===== config.mk =====
export PLATFORM = sky130hd
export DESIGN_NAME = alu_cmd_issuer
export DESIGN_NICKNAME = d
export VERILOG_FILES = /design/src/rtl/alu_cmd_issuer_pkg.sv /design/src/rtl/alu_cmd_issuer_cmd_fifo.sv /design/src/rtl/alu_cmd_issuer.sv
export SDC_FILE = /design/constraint.sdc
export NUM_CORES = 1
export LEC_CHECK = 0
export ABC_AREA = 1
export BUFFER_PORTS_ARGS = -buffer_cell sky130_fd_sc_hd__buf_2
export CORE_MARGIN = 3
export CORE_UTILIZATION = 48
export DETAILED_ROUTE_END_ITERATION = 10
export GPL_TIMING_DRIVEN = 0
export PLACE_DENSITY = 0.71
export SYNTH_ARGS = -nofsm -noshare
export SYNTH_HDL_FRONTEND = slang
export SYNTH_SLANG_ARGS = --single-unit

===== constraint.sdc =====
create_clock -name clk -period 2.1 [get_ports clk]
set_clock_uncertainty 0.2 [all_clocks]
set_input_delay 0.21 -clock clk [delete_from_list [all_inputs] [get_ports clk]]
set_output_delay 0.21 -clock clk [all_outputs]
set_load 0.02 [all_outputs]

===== src/rtl/alu_cmd_issuer_pkg.sv =====
// Shared definitions for the ALU command issuer and its sequencer:
// FSM encoding, opcode constants and default widths.
package alu_cmd_issuer_pkg;

  localparam int WIDTH_DEFAULT = 4;

  typedef enum logic [1:0] {
    ST_IDLE     = 2'd0,
    ST_ISSUE    = 2'd1,
    ST_WAIT_RES = 2'd2,
    ST_RESP     = 2'd3
  } state_t;

  localparam logic [2:0] OP_XOR = 3'd0;
  localparam logic [2:0] OP_AND = 3'd1;
  localparam logic [2:0] OP_ADD = 3'd2;
  localparam logic [2:0] OP_OR  = 3'd3;

  function automatic int cmd_bits(input int width);
    return 3 + 2 * width;
  endfunction

endpackage


===== src/rtl/alu_cmd_issuer_cmd_fifo.sv =====
// Synchronous FIFO for queued ALU commands; head entry is read combinationally.
module alu_cmd_issuer_cmd_fifo #(
  parameter int WIDTH_DATA = 11,
  parameter int DEPTH      = 2
) (
  input  logic                     clk,
  input  logic                     rst,
  input  logic                     push,
  input  logic                     pop,
  input  logic [WIDTH_DATA-1:0]    din,
  output logic [WIDTH_DATA-1:0]    dout,
  output logic                     full,
  output logic                     empty,
  output logic [$clog2(DEPTH):0]   count
);
  localparam int AW = $clog2(DEPTH);
  localparam logic [AW:0] DEPTH_C = (AW+1)'(DEPTH);

  logic [WIDTH_DATA-1:0] mem [DEPTH];
  logic [AW-1:0]         wr_ptr;
  logic [AW-1:0]         rd_ptr;

  assign full  = (count == DEPTH_C);
  assign empty = (count == '0);
  assign dout  = mem[rd_ptr];

  always_ff @(posedge clk or posedge rst) begin
    if (rst) begin
      wr_ptr <= '0;
      rd_ptr <= '0;
      count  <= '0;
    end else begin
      if (push) wr_ptr <= wr_ptr + 1'b1;
      if (pop)  rd_ptr <= rd_ptr + 1'b1;
      if (push && !pop)      count <= count + 1'b1;
      else if (pop && !push) count <= count - 1'b1;
    end
  end

  always_ff @(posedge clk) begin
    if (push) mem[wr_ptr] <= din;
  end

endmodule


===== src/rtl/alu_cmd_issuer.sv =====
// Issues queued ALU commands to the sequencer one at a time and returns
// each result (or a timeout) through a valid/ready response register.
module alu_cmd_issuer
  import alu_cmd_issuer_pkg::*;
#(
  parameter int WIDTH      = WIDTH_DEFAULT,
  parameter int FIFO_DEPTH = 2,
  parameter int TIMEOUT    = 15
) (
  input  logic                          clk,
  input  logic                          rst,
  input  logic                          cmd_valid,
  output logic                          cmd_ready,
  input  logic [2:0]                    cmd_op,
  input  logic [WIDTH-1:0]              cmd_a,
  input  logic [WIDTH-1:0]              cmd_b,
  output logic                          start,
  output logic [2:0]                    op_select,
  output logic [WIDTH-1:0]              operand_a,
  output logic [WIDTH-1:0]              operand_b,
  input  logic                          busy,
  input  logic                          result_valid,
  input  logic [WIDTH-1:0]              alu_result,
  input  logic                          zero_flag,
  input  logic                          carry_flag,
  output logic                          rsp_valid,
  input  logic                          rsp_ready,
  output logic [WIDTH-1:0]              rsp_result,
  output logic                          rsp_zero,
  output logic                          rsp_carry,
  output logic                          rsp_timeout,
  output logic [$clog2(FIFO_DEPTH):0]   cmd_pending
);
  localparam int DW = cmd_bits(WIDTH);
  localparam int TW = $clog2(TIMEOUT + 1);
  localparam logic [TW-1:0] TMO_LAST = TW'(TIMEOUT - 1);

  state_t          state_q, state_d;
  logic [TW-1:0]   tmo_cnt;
  logic            fifo_full, fifo_empty;
  logic            push, pop, tmo_hit;
  logic [DW-1:0]   fifo_dout;

  assign cmd_ready = !fifo_full;
  assign push      = cmd_valid && !fifo_full;
  assign pop       = (state_q == ST_IDLE) && (state_d == ST_ISSUE);
  assign tmo_hit   = (tmo_cnt == TMO_LAST);
  assign start     = (state_q == ST_ISSUE);
  assign rsp_valid = (state_q == ST_RESP);

  alu_cmd_issuer_cmd_fifo #(
    .WIDTH_DATA(DW),
    .DEPTH     (FIFO_DEPTH)
  ) u_fifo (
    .clk  (clk),
    .rst  (rst),
    .push (push),
    .pop  (pop),
    .din  ({cmd_op, cmd_a, cmd_b}),
    .dout (fifo_dout),
    .full (fifo_full),
    .empty(fifo_empty),
    .count(cmd_pending)
  );

  always_comb begin
    state_d = state_q;
    case (state_q)
      ST_IDLE:     if (!fifo_empty && !busy && !rsp_valid) state_d = ST_ISSUE;
      ST_ISSUE:    state_d = ST_WAIT_RES;
      ST_WAIT_RES: if (result_valid || tmo_hit) state_d = ST_RESP;
      ST_RESP:     if (rsp_ready) state_d = ST_IDLE;
      default:     state_d = ST_IDLE;
    endcase
  end

  always_ff @(posedge clk or posedge rst) begin
    if (rst) begin
      state_q     <= ST_IDLE;
      tmo_cnt     <= '0;
      op_select   <= '0;
      operand_a   <= '0;
      operand_b   <= '0;
      rsp_result  <= '0;
      rsp_zero    <= 1'b0;
      rsp_carry   <= 1'b0;
      rsp_timeout <= 1'b0;
    end else begin
      state_q <= state_d;
      if (pop) {op_select, operand_a, operand_b} <= fifo_dout;
      if (state_q == ST_ISSUE) tmo_cnt <= '0;
      else if (state_q == ST_WAIT_RES) tmo_cnt <= tmo_cnt + 1'b1;
      // a result arriving on the terminal-count cycle still counts as a result
      if (state_q == ST_WAIT_RES) begin
        if (result_valid) begin
          rsp_result  <= alu_result;
          rsp_zero    <= zero_flag;
          rsp_carry   <= carry_flag;
          rsp_timeout <= 1'b0;
        end else if (tmo_hit) begin
          rsp_result  <= '0;
          rsp_zero    <= 1'b0;
          rsp_carry   <= 1'b0;
          rsp_timeout <= 1'b1;
        end
      end
    end
  end

endmodule


## After elaboration in Yosys (flattened, before gate mapping)

Memory sizes are Yosys's and may differ from the RTL's. A register that Yosys moved wholly into a read port is not among the register bits.
Index checks and enable logic that the tools add are counted.

| operators by class | value |
|---|---|
| equality and inequality tests | 6 |
| $add $sub $neg | 5 |
| muxes and demuxes | 17 |
| reductions and logical operators | 19 |

Operators with widths:

| operator | count |
|---|---|
| $mux W4 | 4 |
| $mux W2 | 5 |
| $pmux W2 S4 | 1 |
| $mux W1 | 7 |
| $eq A2 B2 Y1 const B | 3 |
| $logic_and A1 B1 Y1 | 6 |
| $logic_not A1 Y1 | 6 |
| $reduce_bool A2 Y1 | 3 |
| $add A4 B1 Y4 const B | 1 |
| $eq A2 B1 Y1 const B | 2 |
| $eq A4 B4 Y1 const B | 1 |
| $logic_not A2 Y1 | 2 |
| $add A1 B1 Y1 const B | 2 |
| $add A2 B1 Y2 const B | 1 |
| $reduce_and A2 Y1 | 1 |
| $sub A2 B1 Y2 const B | 1 |
| $logic_or A1 B1 Y1 | 1 |

| storage, ports and cells | value |
|---|---|
| input bits | 23 |
| memories kept | 1 |
| memory bits (writable) | 22 |
| register bits | 17 |

Memory list:

| name | depth | bits a word | rd ports | clocked after memory_dff | write ports | line | RTL |
|---|---|---|---|---|---|---|---|
| u_fifo.mem | 2 | 11 | 1 | 1 | 1 | alu_cmd_issuer_cmd_fifo.sv:19 | `logic [WIDTH_DATA-1:0] mem [DEPTH];` |

## Logic depth before layout (Yosys ltp)

Gate-level depths: netlist of run 1.

| depth | value |
|---|---|
| word-level depth | 11 |
| depth in mapped cells | 12 |
| mapped depth without buffers | 11 |

## By module

A second synthesis of run 1 with hierarchy kept.

| second synthesis, totals | value |
|---|---|
| cells, all modules | 196 |
| area, all modules | 2232.1 um^2 |

By module, submodules not included:

| module | cells an instance | times used | area an instance (um^2) | seq. area each (um^2) |
|---|---|---|---|---|
| alu_cmd_issuer | 136 | 1 | 1192.4 | 600.6 |
| alu_cmd_issuer_cmd_fifo | 60 | 1 | 1039.7 | 760.7 |

## Worst setup path after synthesis of run 1

OpenSTA, ideal clock, no wires.

| timing path | value |
|---|---|
| kind | reg2reg |
| from | register state_q[1] |
| to | register u_fifo.count[1] |
| cell stages (with the launch flop) | 11 |
| required time | 1.769 ns |
| arrival time | 2.005 ns |
| path slack | -0.236 ns |
| cells stage by stage | dfrtp_1 -> ha_1 -> nor2_1 -> nand2_2 -> a21oi_4 -> nand3_2 -> buf_6 -> ha_1 -> a21oi_1 -> o21ai_0 -> xor2_1 |

| on the way | value |
|---|---|
| word-level cells in the longest chain between the ends | 10 |
| elaborated cells on any way between the ends | 17 |
| those cells by class | 4 x eq/ne; 5 x mux; 8 x reduce/logical |

Ends and longest elaborated chain:

| element | line | RTL |
|---|---|---|
| from (decl) | alu_cmd_issuer.sv:38 | `state_t state_q, state_d;` |
| from (signal assigned) | alu_cmd_issuer.sv:89 | `state_q <= state_d;` |
| $eq A2 B2 Y1 * | alu_cmd_issuer.sv:49 | `assign rsp_valid = (state_q == ST_RESP);` |
| via rsp_valid | alu_cmd_issuer.sv:26 | `output logic rsp_valid,` |
| $logic_not A1 Y1 | alu_cmd_issuer.sv:69 | `ST_IDLE: if (!fifo_empty && !busy && !rsp_valid) state_d = ST_ISSUE;` |
| $logic_and A1 B1 Y1 | alu_cmd_issuer.sv:69 |  |
| $mux W2 | alu_cmd_issuer.sv:69 |  |
| $pmux W2 S4 * | alu_cmd_issuer.sv:68 | `case (state_q)` |
| $eq A2 B1 Y1 * | alu_cmd_issuer.sv:46 | `assign pop = (state_q == ST_IDLE) && (state_d == ST_ISSUE);` |
| $logic_and A1 B1 Y1 * | alu_cmd_issuer.sv:46 |  |
| $logic_not A1 Y1 | alu_cmd_issuer_cmd_fifo.sv:35 | `if (push && !pop) count <= count + 1'b1;` |
| $logic_and A1 B1 Y1 | alu_cmd_issuer_cmd_fifo.sv:35 |  |
| $mux W2 or $reduce_bool A2 Y1 (tied branches) | - |  |
| to (signal assigned) | alu_cmd_issuer_cmd_fifo.sv:35 |  |
| to (signal assigned) | alu_cmd_issuer_cmd_fifo.sv:36 | `else if (pop && !push) count <= count - 1'b1;` |
| to (decl) | alu_cmd_issuer_cmd_fifo.sv:14 | `output logic [$clog2(DEPTH):0] count` |

The timed path passes the listed nets; every way through them passes the cells marked *.
A chain may end at the register's enable or synchronous reset.

## Worst setup path after layout of run 1

| timing path | value |
|---|---|
| from | register state_q[0] |
| to | register u_fifo.count[1] |

| on the way | value |
|---|---|
| word-level cells in the longest chain between the ends | 10 |
| elaborated cells on any way between the ends | 17 |
| those cells by class | 4 x eq/ne; 5 x mux; 8 x reduce/logical |

Ends and longest elaborated chain:

| element | line |
|---|---|
| $eq A2 B2 Y1 | alu_cmd_issuer.sv:49, alu_cmd_issuer.sv:68 |
| $logic_not A1 Y1 | alu_cmd_issuer.sv:69 |
| $logic_and A1 B1 Y1 | alu_cmd_issuer.sv:69 |
| $mux W2 | alu_cmd_issuer.sv:69 |
| $pmux W2 S4 | alu_cmd_issuer.sv:68 |
| $eq A2 B1 Y1 | alu_cmd_issuer.sv:46 |
| $logic_and A1 B1 Y1 * | alu_cmd_issuer.sv:46 |
| $logic_not A1 Y1 | alu_cmd_issuer_cmd_fifo.sv:35 |
| $logic_and A1 B1 Y1 | alu_cmd_issuer_cmd_fifo.sv:35 |
| $mux W2 or $reduce_bool A2 Y1 (tied branches) | - |

Mark *: on every way between the ends. The rest lies on a longest branch, timed or not.

==> results of run 1 <==
metrics by stage:
| step | utilization | instance area, um2 | power [mW] |
|---|---|---|---|
| after floorplan | - | 2181 | 2.922 |
| after global placement | 0.5904 | 2464 | 3.373 |
| after detailed placement | 0.5904 | 2464 | 3.407 |
| after CTS | 0.6651 | 2775 | 4.090 |
| after global routing | 0.6660 | 2779 | 4.429 |
| final | 0.6660 | 2779 | 4.070 |
sequential cells by signal, indices dropped and copies added (netlist names), 2 cells and up:
register / cells
state_q: 2
rsp_result: 4
u_fifo.mem: 22
tmo_cnt: 4
op_select: 3
u_fifo.count: 2
operand_a: 4
operand_b: 4
layout by cell type, fill, tap and decap left out, drive strengths merged:
master / n
edfxtp: 22
and3b: 1
and2: 1
nand2: 87
o21ai: 9
nor2: 6
nand3: 5
buf: 54
ha: 7
a31oi: 2
xor2: 1
nand4: 13
clkinv: 3
clkbuf: 7
inv: 16
xnor2: 1
a21oi: 4
dfrtp: 28
dlygate4sd3: 18
routing by layer:
metal  global-route usage  wire [um]  up-vias
met5                    0          0        -
met4              0.04303         38        0
met3              0.04959        197        4
met2               0.2936       1975       45
met1               0.2015       1833      702
li1                     -          -      834
how the worst max path moves through the flow:
| stage | start | end | slack [ns] | depth (start not counted) |
|---|---|---|---|---|
| after floorplan | state_q[1] | u_fifo.count[1] | 0.0006 | 10 |
| after global placement | state_q[0] | u_fifo.count[1] | -0.15 | 12 |
| after detailed placement | state_q[0] | u_fifo.count[1] | -0.17 | 12 |
| after CTS | state_q[0] | u_fifo.count[1] | 0.09 | 10 |
| after global routing | state_q[0] | u_fifo.count[1] | -0.01 | 10 |
| final | state_q[0] | u_fifo.count[1] | 0.10 | 10 |
repair_timing:
action,CTS,global route
hold endpoints to repair,30,0
setup endpoints to repair,1,1
setup buffers,5,0
gates cloned,0,0
gates resized for setup,6,1
pin swaps,2,1
hold buffers,18,0
power groups by stage:
stage | Sequential, mW | Combinational [mW] | Clock (mW)
global placement | 1.60 | 1.77 | 0
CTS | 1.59 | 1.95 | 0.559
floorplan | 1.80 | 1.12 | 0
finish | 1.59 | 1.94 | 0.541
global route | 1.63 | 2.19 | 0.611
detailed placement | 1.61 | 1.80 | 0
cell families (layout without fill, tap and decap cells):
| family | count (synthesis) | count (layout) | synth area share |
|---|---|---|---|
| fa+ha+maj | 7 | 7 | 0.04070 |
| compound gates | 15 | 15 | 0.04128 |
| buf+inv | 24 | 98 | 0.05175 |
| flops | 50 | 50 | 0.6326 |
| xor+xnor | 2 | 2 | 0.008141 |
| simple gates | 113 | 113 | 0.2256 |
layout make-up:
type                       instances  area (um2)  area share
buffer                             7       40.04     0.01441
inverter                          16       60.06     0.02161
timing repair buffer              67       437.9      0.1576
clock inverter                     3       21.27    0.007654
tap                               50       62.56     0.02251
multi-input combinational        137       725.7      0.2611
sequential                        50        1363      0.4903
clock buffer                       5       68.82     0.02476
==> out/metrics.yaml, run 1 <==
worstHoldEndpoint: "rsp_timeout"
synthesis.area_um2: 2152
timing.final.crit_share: 0.9520
r2r_slack_ns: 0.10
grt.overflow.total: 0
start_util: 0.5157
port_buffers: 44
yosysTopAreaCellShare: 0.3256
crit_fanout: 3
setup-tns-final_ns: 0
p_int_mw: 2.359
crit_path_start_kind: "flip-flop"
drv_slew: 0
setup_slack_ns: 0.1007
ctsHtreeMaxLevel: 2
fillers: 317
synth.most_common_cell: "nand2_1"
synth_warnings: 0
vias: 1585
drc: 0
power_density_nw_per_um2: 1465
first_pass_iters: 4
drive_above_1_share: 0.2772
relSlewSlack: 0.2827
required_ns: 2.09
cts-root-buf: "clkbuf_8"
worst_pin_slew_ns: 1.075
syn_nets: 241
num_antenna_cells: 0
synth-edff-count: 22
die_x_um: 72.96
max_stage_delay_ns: 0.40
ioPinCount: 46
clkLatencyLatePin_ns: 0.30
setup_viol: 0
grtUsageTotal: 0.1676
die-area_um2: 5323
fin_cells: 335
path_clk_slew_ns: 0.09
cpMaxStageDelayCell: "dfrtp_1"
max-vdd-ir-drop_mv: 0.7136
cpLargestDelayFamily: "flip-flops"
synth_seq_cells: 50
vias_per_cell: 4.731
clockPowerShare: 0.133
crit_arrival_ns: 1.99
hpwlAfterDp_um: 2634
num_rows: 23
cts_tree: "yes"
comb_power_share: 0.477
crit_path_frequent_cell: "ha_4"
synth_ff_type: "dfrtp_1"
detail-route-antenna-nets: 0
clk_path_buf_depth: 2
yosys.area.top_type: "dfrtp_1"
dp.cells: 305
maxCapViolCount: 0
drt-total-wl_um: 4044
switching_power_mw: 1.711
min_path_cells: 2
seq_area_frac_synth: 0.6326
grt_pass1_wl_um: 6879
p_seq_frac: 0.390
synthTopCellsByArea: "dfrtp_1, edfxtp_1, nand2_1"
avgSynthCellArea_um2: 10.20
fin_hold_ws_ns: 0.02497
rr_endpoint: "u_fifo.count[1]"
switching_share: 0.4204
grt_pass1_vias: 1545
grt_max_degree: 29
coreArea_um2: 4173
status: "finished clean"
antenna_found_initial: 0
synth_cells: 211
routabilityCongestion: 0.7811
ff2ff_path_depth: 10
power.leakage_nw: 1.369
min_path_type: "input port to flip-flop"
nets: 314
crit_chain: "buf_4 > ha_4 > nor2_2 > nand2_2 > a21oi_4 > nand3_4 > ha_4 > a21oi_2 > o21ai_1 > xor2_1"
r2r_start: "state_q[0]"
area_growth_pct: 29.13
drt_iter0_markers: 39
async_reset_ff_frac: 0.5600
fmax_ghz: 0.5002
preCtsSetupSlack_ns: -0.1735
period_minus_slack_ns: 1.999
clock_sinks: 50
min_from: "result_valid"
wl_per_cell_um: 12.07
crit_buf_inv: 1
finalHoldViolations: 0
critPathKind: "flip-flop to flip-flop"
numCtsBuffers: 5
end_kind: "flip-flop"
ys_top_cells_by_count: "nand2_1, dfrtp_1, edfxtp_1"
ys_types: 23
die_height_um: 72.96
Power figures use the tool's default switching activity.
==> run 2: changes to the inputs <==
==> constraint.sdc (replaced) <==
create_clock -name clk -period 1.75 [get_ports clk]
set_clock_uncertainty 0.2 [all_clocks]
set_input_delay 0.175 -clock clk [delete_from_list [all_inputs] [get_ports clk]]
set_output_delay 0.175 -clock clk [all_outputs]
set_load 0.02 [all_outputs]
==> out/metrics.yaml, run 2 (same netlist as run 1, synthesis figures left out) <==
finalHoldViolations: 0  # unchanged
wl_per_cell_um: 13.11  # was 12.07 um
worst_pin_slew_ns: 0.6044  # was 1.075 ns
r2r_start: "state_q[1]"  # was state_q[0]
max-vdd-ir-drop_mv: 0.9266  # was 0.7136 mV
grtUsageTotal: 0.1880  # was 0.1676
antenna_found_initial: 0  # unchanged
detail-route-antenna-nets: 0  # unchanged
multi_input_area_um2: 793.3  # was 725.7 um2
final_common_cell: "nand2_1"  # unchanged
drive_above_1_share: 0.3085  # was 0.2772
crit_arrival_ns: 2.00  # was 1.99 ns
area_growth_pct: 39.59  # was 29.13%
drv_slew: 0  # unchanged
num_rows: 23  # unchanged
cts_tree: "yes"  # unchanged
fin_cells: 345  # was 335
crit_path_start_kind: "flip-flop"  # unchanged
rsz0062_at_grt: "true"
vias_per_cell: 4.878  # was 4.731
period_minus_slack_ns: 1.997  # was 1.999 ns
first_pass_iters: 4  # unchanged
crit_path_start: "state_q[1]"  # was state_q[0]
grt.overflow.total: 0  # unchanged
start_util: 0.5157  # unchanged
path_clk_slew_ns: 0.10  # was 0.09 ns
drt-total-wl_um: 4524  # was 4044 um
crit_chain: "inv_2 > ha_4 > inv_4 > nand3_1 > nand2_2 > nand2_4 > nand3_4 > ha_4 > a21oi_2 > o21ai_1 > xor2_1"  # was buf_4 > ha_4 > nor2_2 > nand2_2 > a21oi_4 > nand3_4 > ha_4 > a21oi_2 > o21ai_1 > xor2_1
drc: 0  # unchanged
fin_hold_ws_ns: 0.05082  # was 0.02497 ns
vias: 1683  # was 1585
postPlaceCellArea_um2: 2479  # was 2464 um2
required_ns: 1.76  # was 2.09 ns
fin_area_um2: 3004  # was 2779 um2
crit_fanout: 4  # was 3
nets: 324  # was 314
numCtsBuffers: 5  # unchanged
end_kind: "flip-flop"  # unchanged
relSlewSlack: 0.5962  # was 0.2827
power.leakage_nw: 1.448  # was 1.369 nW
regMostFlops: "u_fifo.mem"  # unchanged
timing.final.crit_share: 1.141  # was 0.9520
failed_checks: "setup timing"
ioPinCount: 46  # unchanged
maxCapViolCount: 0  # unchanged
min_from: "rsp_ready"  # was result_valid
total_power_mw: 5.514  # was 4.070 mW
hpwlAfterDp_um: 2618  # was 2634 um
power_density_nw_per_um2: 1836  # was 1465 nW/um2
min_path_type: "input port to flip-flop"  # unchanged
crit_path_frequent_cell: "ha_4"  # unchanged
die_x_um: 72.96  # unchanged
die_height_um: 72.96  # unchanged
setup_slack_ns: -0.2469  # was 0.1007 ns
cpMaxStageDelayCell: "dfrtp_2"  # was dfrtp_1
num_antenna_cells: 0  # unchanged
clk_path_buf_depth: 2  # unchanged
fillers: 295  # was 317
cts-root-buf: "clkbuf_8"  # unchanged
clkLatencyLatePin_ns: 0.31  # was 0.30 ns
largest_register_ffs: 22  # unchanged
grt_max_degree: 29  # unchanged
grt_pass1_vias: 1671  # was 1545
coreArea_um2: 4173  # unchanged
seq_area_um2: 1364  # was 1363 um2
ctsHtreeMaxLevel: 2  # unchanged
drt_iter0_markers: 94  # was 39
dp.cells: 305  # unchanged
port_buffers: 44  # unchanged
layout_common_cells: "nand2_1, buf_2, dfrtp_1"  # unchanged
setup_viol: 2  # was 0
max_stage_delay_ns: 0.47  # was 0.40 ns
routabilityCongestion: 0.7618  # was 0.7811
fmax_ghz: 0.5008  # was 0.5002 GHz
die-area_um2: 5323  # unchanged
grt_pass1_wl_um: 7452  # was 6879 um
status: "finished, violations left"  # was finished clean
clock_sinks: 50  # unchanged
critPathKind: "flip-flop to flip-flop"  # unchanged
-- run 2: worst paths after layout --
kind	end	cells after the start	slack, ns
min in group asynchronous	u_fifo.rd_ptr	3	0.27
setup / recovery	u_fifo.count[1]	11	-0.25
hold / removal	state_q[1]	6	0.05
hold reg to reg	operand_b[0]	2	0.27
max in group asynchronous	state_q[1]	3	0.71
setup reg to reg	u_fifo.count[1]	11	-0.25
-- run 2: timing repair --
item | 4_1_cts | 5_1_grt
setup endpoints to repair | 11 | 15
hold buffers | 24 | 0
resized for setup | 13 | 11
setup buffers | 7 | 2
endpoints found under the hold margin | 57 | 0
pin swaps | 5 | 2
gates cloned | 0 | 1
-- run 2: area by class of cell --
type / instances / area share
Timing Repair Buffer: 77 / 0.1828
Sequential cell: 50 / 0.4540
Clock inverter: 2 / 0.005831
Buffer: 7 / 0.01833
Tap cell: 50 / 0.02082
Inverter: 16 / 0.02291
Clock buffer: 6 / 0.03124
Multi-Input combinational cell: 137 / 0.2641
-- run 2: metal layers --
| metal | track usage | routed length [um] | vias up |
|---|---|---|---|
| met5 | 0 | 0 | - |
| met4 | 0.07172 | 71 | 0 |
| li1 | - | - | 860 |
| met3 | 0.04683 | 212 | 8 |
| met2 | 0.3437 | 2351 | 42 |
| met1 | 0.2084 | 1889 | 773 |
-- run 2: per-stage QoR --
stage                     TNS (ns)  utilization  worst slack [ns]
after floorplan            -0.4906            -           -0.3445
after global placement     -0.6915       0.5940           -0.4503
after detailed placement   -0.9564       0.5940           -0.4742
after CTS                  -0.7577       0.7052           -0.2755
after global routing        -1.069       0.7199           -0.3314
final                      -0.4215       0.7199           -0.2469
-- run 2: power by group --
| part | switching (mW) | internal (mW) | leakage, nW | total [mW] |
|---|---|---|---|---|
| combinational | 1.64 | 1.16 | 0.837 | 2.80 |
| sequential | 0.247 | 1.68 | 0.554 | 1.92 |
| clock | 0.410 | 0.379 | 0.0573 | 0.789 |
| total | 2.29 | 3.22 | 1.45 | 5.51 |
-- run 2: worst max-delay path: cells and delay by family (launching register included) --
kind | cells | cell delay (ns)
buf+inv | 2 | 0.15
xor+xnor | 1 | 0.14
flops | 1 | 0.47
simple gates | 4 | 0.33
compound gates | 2 | 0.20
fa+ha+maj | 2 | 0.39
